### src/rtl/aes_shift_rows_if.sv
// Handshake bundle for the AES ShiftRows stage.
// The inv select only exists when AES_INV_SHIFT_ROWS_EN is defined.
interface aes_shift_rows_if;
    logic         in_valid;
    logic         in_ready;
    logic [127:0] state_in;
    logic         out_valid;
    logic         out_ready;
    logic [127:0] state_out;
`ifdef AES_INV_SHIFT_ROWS_EN
    logic         inv;
`endif

    // Upstream/downstream side driving the block
    modport master (
        output in_valid, state_in, out_ready,
`ifdef AES_INV_SHIFT_ROWS_EN
        output inv,
`endif
        input  in_ready, out_valid, state_out
    );

    // The ShiftRows block itself
    modport slave (
        input  in_valid, state_in, out_ready,
`ifdef AES_INV_SHIFT_ROWS_EN
        input  inv,
`endif
        output in_ready, out_valid, state_out
    );
endinterface

### src/rtl/aes_shift_rows.sv
// AES ShiftRows byte permutation with a valid/ready output stage.
// Byte k of the state is bits [127-8k -: 8]; s(r,c) = b[r+4c].
// Optional macro AES_INV_SHIFT_ROWS_EN adds an inv select for InvShiftRows.
// OUT_REG=1 registers the output (latency 1, full throughput);
// OUT_REG=0 is a combinational pass-through of data and handshake.
module aes_shift_rows #(
    parameter bit OUT_REG = 1'b1
) (
    input logic             clk,
    input logic             rst_n,
    aes_shift_rows_if.slave bus
);

    // Rows rotate left by r (forward) or right by r (inverse); pure wiring.
    function automatic logic [127:0] shift_rows(input logic [127:0] s, input logic inv);
        logic [127:0] r;
        int           src_c;
        r = '0;
        for (int row = 0; row < 4; row++) begin
            for (int col = 0; col < 4; col++) begin
                src_c = inv ? ((col - row + 4) % 4) : ((col + row) % 4);
                r[127 - 8*(row + 4*col) -: 8] = s[127 - 8*(row + 4*src_c) -: 8];
            end
        end
        return r;
    endfunction

    logic         inv_sel;
    logic [127:0] perm;

`ifdef AES_INV_SHIFT_ROWS_EN
    assign inv_sel = bus.inv;
`else
    assign inv_sel = 1'b0;
`endif

    assign perm = shift_rows(bus.state_in, inv_sel);

    generate
        if (OUT_REG) begin : g_reg
            logic         out_valid_q;
            logic [127:0] state_q;
            logic         in_fire;

            // A free slot exists when empty or when the held state leaves now
            assign bus.in_ready  = !out_valid_q || bus.out_ready;
            assign in_fire       = bus.in_valid && bus.in_ready;
            assign bus.out_valid = out_valid_q;
            assign bus.state_out = state_q;

            // Output register: reload on input transfer, drain on output transfer
            always_ff @(posedge clk or negedge rst_n) begin
                if (!rst_n) begin
                    out_valid_q <= 1'b0;
                    state_q     <= '0;
                end else if (in_fire) begin
                    out_valid_q <= 1'b1;
                    state_q     <= perm;
                end else if (bus.out_ready) begin
                    out_valid_q <= 1'b0;
                end
            end
        end else begin : g_comb
            assign bus.in_ready  = bus.out_ready;
            assign bus.out_valid = bus.in_valid;
            assign bus.state_out = perm;
        end
    endgenerate

endmodule

### src/flat_wrapper.sv
// flat-port wrapper written by rule: the top's interface ports become plain ports
module aes_shift_rows_flat 
#(
    parameter bit OUT_REG = 1'b1
)
  (clk, rst_n, bus_in_valid, bus_state_in, bus_out_ready, bus_in_ready, bus_out_valid, bus_state_out);
  aes_shift_rows_if bus_i ();
  input logic clk;
  input logic rst_n;
  input wire logic [$bits(bus_i.in_valid)-1:0] bus_in_valid;
  input wire logic [$bits(bus_i.state_in)-1:0] bus_state_in;
  input wire logic [$bits(bus_i.out_ready)-1:0] bus_out_ready;
  output wire logic [$bits(bus_i.in_ready)-1:0] bus_in_ready;
  output wire logic [$bits(bus_i.out_valid)-1:0] bus_out_valid;
  output wire logic [$bits(bus_i.state_out)-1:0] bus_state_out;
  assign bus_i.in_valid = bus_in_valid;
  assign bus_i.state_in = bus_state_in;
  assign bus_i.out_ready = bus_out_ready;
  assign bus_in_ready = bus_i.in_ready;
  assign bus_out_valid = bus_i.out_valid;
  assign bus_state_out = bus_i.state_out;
  aes_shift_rows #(.OUT_REG(OUT_REG)) u_core (.clk(clk), .rst_n(rst_n), .bus(bus_i));
endmodule
### config.mk
export PLATFORM = sky130hd
export DESIGN_NAME = aes_shift_rows_flat
export DESIGN_NICKNAME = d
export VERILOG_FILES = /design/src/rtl/aes_shift_rows_if.sv /design/src/rtl/aes_shift_rows.sv /design/src/flat_wrapper.sv
export SDC_FILE = /design/constraint.sdc
export NUM_CORES = 1
export LEC_CHECK = 0
export ABC_AREA = 1
export CAP_MARGIN = 10
export CORE_AREA = 10 10 142 111
export DETAILED_ROUTE_END_ITERATION = 12
export DIE_AREA = 0 0 152 121
export GPL_TIMING_DRIVEN = 0
export PLACE_DENSITY = 0.82
export SLEW_MARGIN = 15
export SYNTH_ARGS = -nofsm -noshare
export SYNTH_HDL_FRONTEND = slang
export SYNTH_SLANG_ARGS = --single-unit
export TNS_END_PERCENT = 30
### constraint.sdc
create_clock -name clk -period 1.19 [get_ports clk]
set_input_delay 0.238 -clock clk [delete_from_list [all_inputs] [get_ports clk]]
set_output_delay 0.238 -clock clk [all_outputs]
set_load 0.01 [all_outputs]
== Yosys cells after proc, flatten, opt, wreduce, memory -nomap -nowiden ==
Cells that the tools add are included.

* Add/sub/neg operators: 0
* Multiply operators: 0
* Divide/modulo/power cells: 0
* $lt $le $gt $ge: 0
* Equal/unequal tests: 0
* Shift-type cells: 0
* Multiplexer cells: 2
* Bitwise operators: 0
* Reductions and logical operators: 4

{| class="wikitable"
|+ Operators by type and width
! kind !! number
|-
| $mux W1 || 2
|-
| $reduce_bool A2 Y1 || 1
|-
| $logic_and A1 B1 Y1 || 1
|-
| $logic_not A1 Y1 || 1
|-
| $logic_or A1 B1 Y1 || 1
|}

* Register bits after elaboration: 129
* Bits in latches: 0
* Bits in writable memories: 0
* Bits in read-only memories: 0
* Input bits: 132
* Memories kept: 0

== Logic depth before layout (Yosys ltp) ==
* Word-level depth: 4
* Depth in mapped cells: 7
* Depth with buffers taken out: 5

== Worst setup path before layout ==
Ideal clock, no wire load.

* Path type: reg-to-reg
* Start: register u_core.g_reg.out_valid_q, in the netlist u_core.bus.out_valid
* End: register u_core.g_reg.state_q[100], in the netlist u_core.bus.state_out[100]
* Library setup time: 0.117 ns
* Arrival: 0.969 ns
* Data required time: 1.073 ns
* Path slack: 0.104 ns
* Stages on the path, launching flop included: 7
* Clock period less this slack: 1.086 ns
* Cell sequence: dfrtp_1 > nand2_2 > nand2_2 > buf_4 > buf_2 > nand2_1 > nand2_1

* Longest elaborated chain between the ends: 3

{| class="wikitable"
|+ RTL lines
! element !! line !! RTL
|-
| from (decl) || aes_shift_rows.sv:41 || <nowiki>logic out_valid_q;</nowiki>
|-
| from (signal assigned) || aes_shift_rows.sv:54 || <nowiki>out_valid_q <= 1'b0;</nowiki>
|-
| from (signal assigned) || aes_shift_rows.sv:57 || <nowiki>out_valid_q <= 1'b1;</nowiki>
|-
| from (signal assigned) || aes_shift_rows.sv:60 || <nowiki>out_valid_q <= 1'b0;</nowiki>
|-
| $logic_not A1 Y1 || aes_shift_rows.sv:46 || <nowiki>assign bus.in_ready = !out_valid_q || bus.out_ready;</nowiki>
|-
| $logic_or A1 B1 Y1 || aes_shift_rows.sv:46 ||
|-
| $logic_and A1 B1 Y1 || aes_shift_rows.sv:47 || <nowiki>assign in_fire = bus.in_valid && bus.in_ready;</nowiki>
|-
| to (signal assigned) || aes_shift_rows.sv:58 || <nowiki>state_q <= perm;</nowiki>
|-
| to (decl) || aes_shift_rows.sv:42 || <nowiki>logic [127:0] state_q;</nowiki>
|}

Every way passes these cells.
A chain may end at the register's enable or synchronous reset.

== Final worst setup path ==
* Start: register u_core.g_reg.out_valid_q, in the netlist u_core.bus.out_valid
* End: output port bus_in_ready

* Longest elaborated chain between the ends: 2

{| class="wikitable"
|+ RTL lines
! element !! line !! RTL
|-
| $logic_not A1 Y1 || aes_shift_rows.sv:46 ||
|-
| $logic_or A1 B1 Y1 || aes_shift_rows.sv:46 ||
|-
| to (decl) || flat_wrapper.sv:13 || <nowiki>output wire logic [$bits(bus_i.in_ready)-1:0] bus_in_ready;</nowiki>
|}

Every way passes these cells.

==> flow_metrics.env <==
export IMPL_status="finished with violations"
export IMPL_violations="negative setup slack"
export IMPL_grt_ovfl_total=0
export IMPL_cap_violations=0
export IMPL_clk_pin_slew_ns=0.06
export IMPL_die_x_um=152
export IMPL_slew_headroom=0.655
export IMPL_start_util=0.394
export IMPL_cts_buffers=17
export IMPL_layout_commonest_cell="nand2_1"
export IMPL_htree_levels=4
export IMPL_critical_path_max_fanout=2
export IMPL_placedInstanceArea_mm2=0.00793
export IMPL_slew_viol_final=0
export IMPL_ant_nets=0
export IMPL_path_class="flop to output pin"
export IMPL_track_usage=0.203
export IMPL_die_area_mm2=0.0184
export IMPL_critPathLaunch="u_core.bus.out_valid"
export IMPL_design_area_mm2=0.00848
export IMPL_cts_sinks=129
export IMPL_grt_pass1_wl_um=29700
export IMPL_grt_setup_unrepaired="yes"
export IMPL_period_share=1.11
export IMPL_clk_latency_ns=0.41
export IMPL_setup_slack_ns=-0.133
export IMPL_start_kind="flop"
export IMPL_viasPerCell=4.83
export IMPL_finalSetupViolations=117
export IMPL_cts_tree="built"
export IMPL_core_area_mm2=0.0129
export IMPL_synthesis_nets=691
export IMPL_rows=36
export IMPL_worstPathArrival_ns=1.09
export IMPL_clock_skew_ns=0.0108
export IMPL_drcViolationCount=0
export IMPL_root_buffer="clkbuf_16"
export IMPL_peakVddDrop_v=0.00104
export IMPL_leakagePower_nw=4.47
export IMPL_diodes=0
export IMPL_tightest_slew_ns=0.518
export IMPL_wl_per_cell_um=18.5
export IMPL_min_path_type="input port to asynchronous set/reset pin"
export IMPL_reg2regPathDepth=7
export IMPL_hold_violations=0
export IMPL_crit_path_end_kind="output pin"
export IMPL_die_y_um=121
export IMPL_io_pins=262
export IMPL_power_density_mw_per_mm2=1650
export IMPL_r2r_start="u_core.bus.out_valid"
export IMPL_antenna_found_initial=0
export IMPL_fmax_mhz=756
export IMPL_final_cell_mix="257 x nand2_1, 130 x clkdlybuf4s50_1, 129 x dfrtp_1"
export IMPL_syn_area_per_cell_um2=9.09
export IMPL_first_pass_iters=4
export IMPL_post_synth_num_cell_types=10
export IMPL_seq_area_frac_synth=0.636
export IMPL_finalNonFillerCells=1040
export IMPL_gp_congestion=0.821
export IMPL_dp_cells=992
export IMPL_cts_buffer_depth=2
export IMPL_grt_max_degree=67
export IMPL_netlist_area_mm2=0.00508
export IMPL_drt_iter0_drc=270
export IMPL_grt_pass1_vias=5156
export IMPL_drive_gt1_frac=0.258
export IMPL_period_minus_slack_ns=1.32
export IMPL_ys_seq_elements=129
export IMPL_crit_required_ns=0.95
export IMPL_area_growth_pct=67.1
export IMPL_wl_um=19300
export IMPL_netlist_instances=559
export IMPL_final_nets=989
export IMPL_io_buffers=261
export IMPL_hpwl_um=14000
export IMPL_synth_warning_count=0
export IMPL_num_vias=5022
export IMPL_fill_cells=1043
-- critical path: stages (launching register included) --
cell	delay (ns)
dfrtp_1	0.40
nand2_4	0.08
buf_6	0.10
buf_6	0.09
-- final cells by class --
cell class	count	area [um2]	share of cell area
flip-flops and latches	129	3230	0.380
repair buffers	279	2390	0.281
multi-input cells	387	1630	0.192
clock buffers	19	453	0.0534
plain buffers	42	390	0.0460
well taps	171	214	0.0252
clock inverters	12	181	0.0214
inverters	1	3.75	0.000442
-- state kept, by name (all words and copies together), names as in the netlist --
signal,count
u_core.bus.out_valid,1
u_core.bus.state_out,128
-- metal layers --
metal / global-route usage / up-vias / part of all wire
met5: 0 / - / 0
met3: 0.0971 / 12 / 0.11
met2: 0.315 / 248 / 0.46
li1: - / 2388 / -
met4: 0.0408 / 0 / 0.0084
met1: 0.254 / 2374 / 0.42
-- stage by stage --
step           hold WS [ns]  worst slack [ns]  total power, mW  setup TNS, ns  utilization
4_1_cts               0.369            -0.151             13.9          -3.80        0.639
6_report              0.361            -0.133             14.0          -5.24        0.659
5_1_grt               0.380            -0.186             14.6         -14.36        0.659
2_1_floorplan       -0.0576             0.104             6.47              0            -
3_5_place_dp          0.271            -0.707             8.63         -47.59        0.616
3_3_place_gp          0.453             -5.32             8.55        -729.51        0.614
-- final timing paths --
path	end	slack, ns
hold reg to reg	u_core.bus.state_out[100]	0.46
setup reg to reg	u_core.bus.state_out[40]	-0.08
max in group asynchronous	u_core.bus.state_out[95]	0.13
min in group clk	u_core.bus.state_out[113]	0.38
hold / removal	u_core.bus.state_out[29]	0.36
setup / recovery	bus_in_ready	-0.13
-- synthesized netlist by cell type (all sizes together) --
library cell / instances / area share
nand2: 259 / 0.19
clkbuf: 1 / 0.00074
nand3: 128 / 0.13
dfrtp: 129 / 0.64
buf: 41 / 0.044
inv: 1 / 0.00074
-- where the power goes --
group          internal, mW  total, mW  switching (mW)  leakage (nW)
sequential             4.99       5.35           0.352          1.58
clock                  3.62       5.59            1.97         0.298
combinational          1.54       3.06            1.52          2.59
-- timing repair --
action | 4_1_cts | 5_1_grt
hold endpoints to repair | 65 | 0
hold buffers | 1 | 0
setup buffers | 13 | 2
pin swaps | 1 | 1
endpoints found under the setup margin | 238 | 303
cloned | 0 | 1
resized for setup | 580 | 41
-- kinds of logic (layout without fill, tap and decap cells) --
logic type,count (synthesis),in the layout,share of synthesized area
simple gates,387,387,0.319
flops,129,129,0.636
buf+inv,43,353,0.0458
No activity file was read; power rests on OpenSTA's default activity.
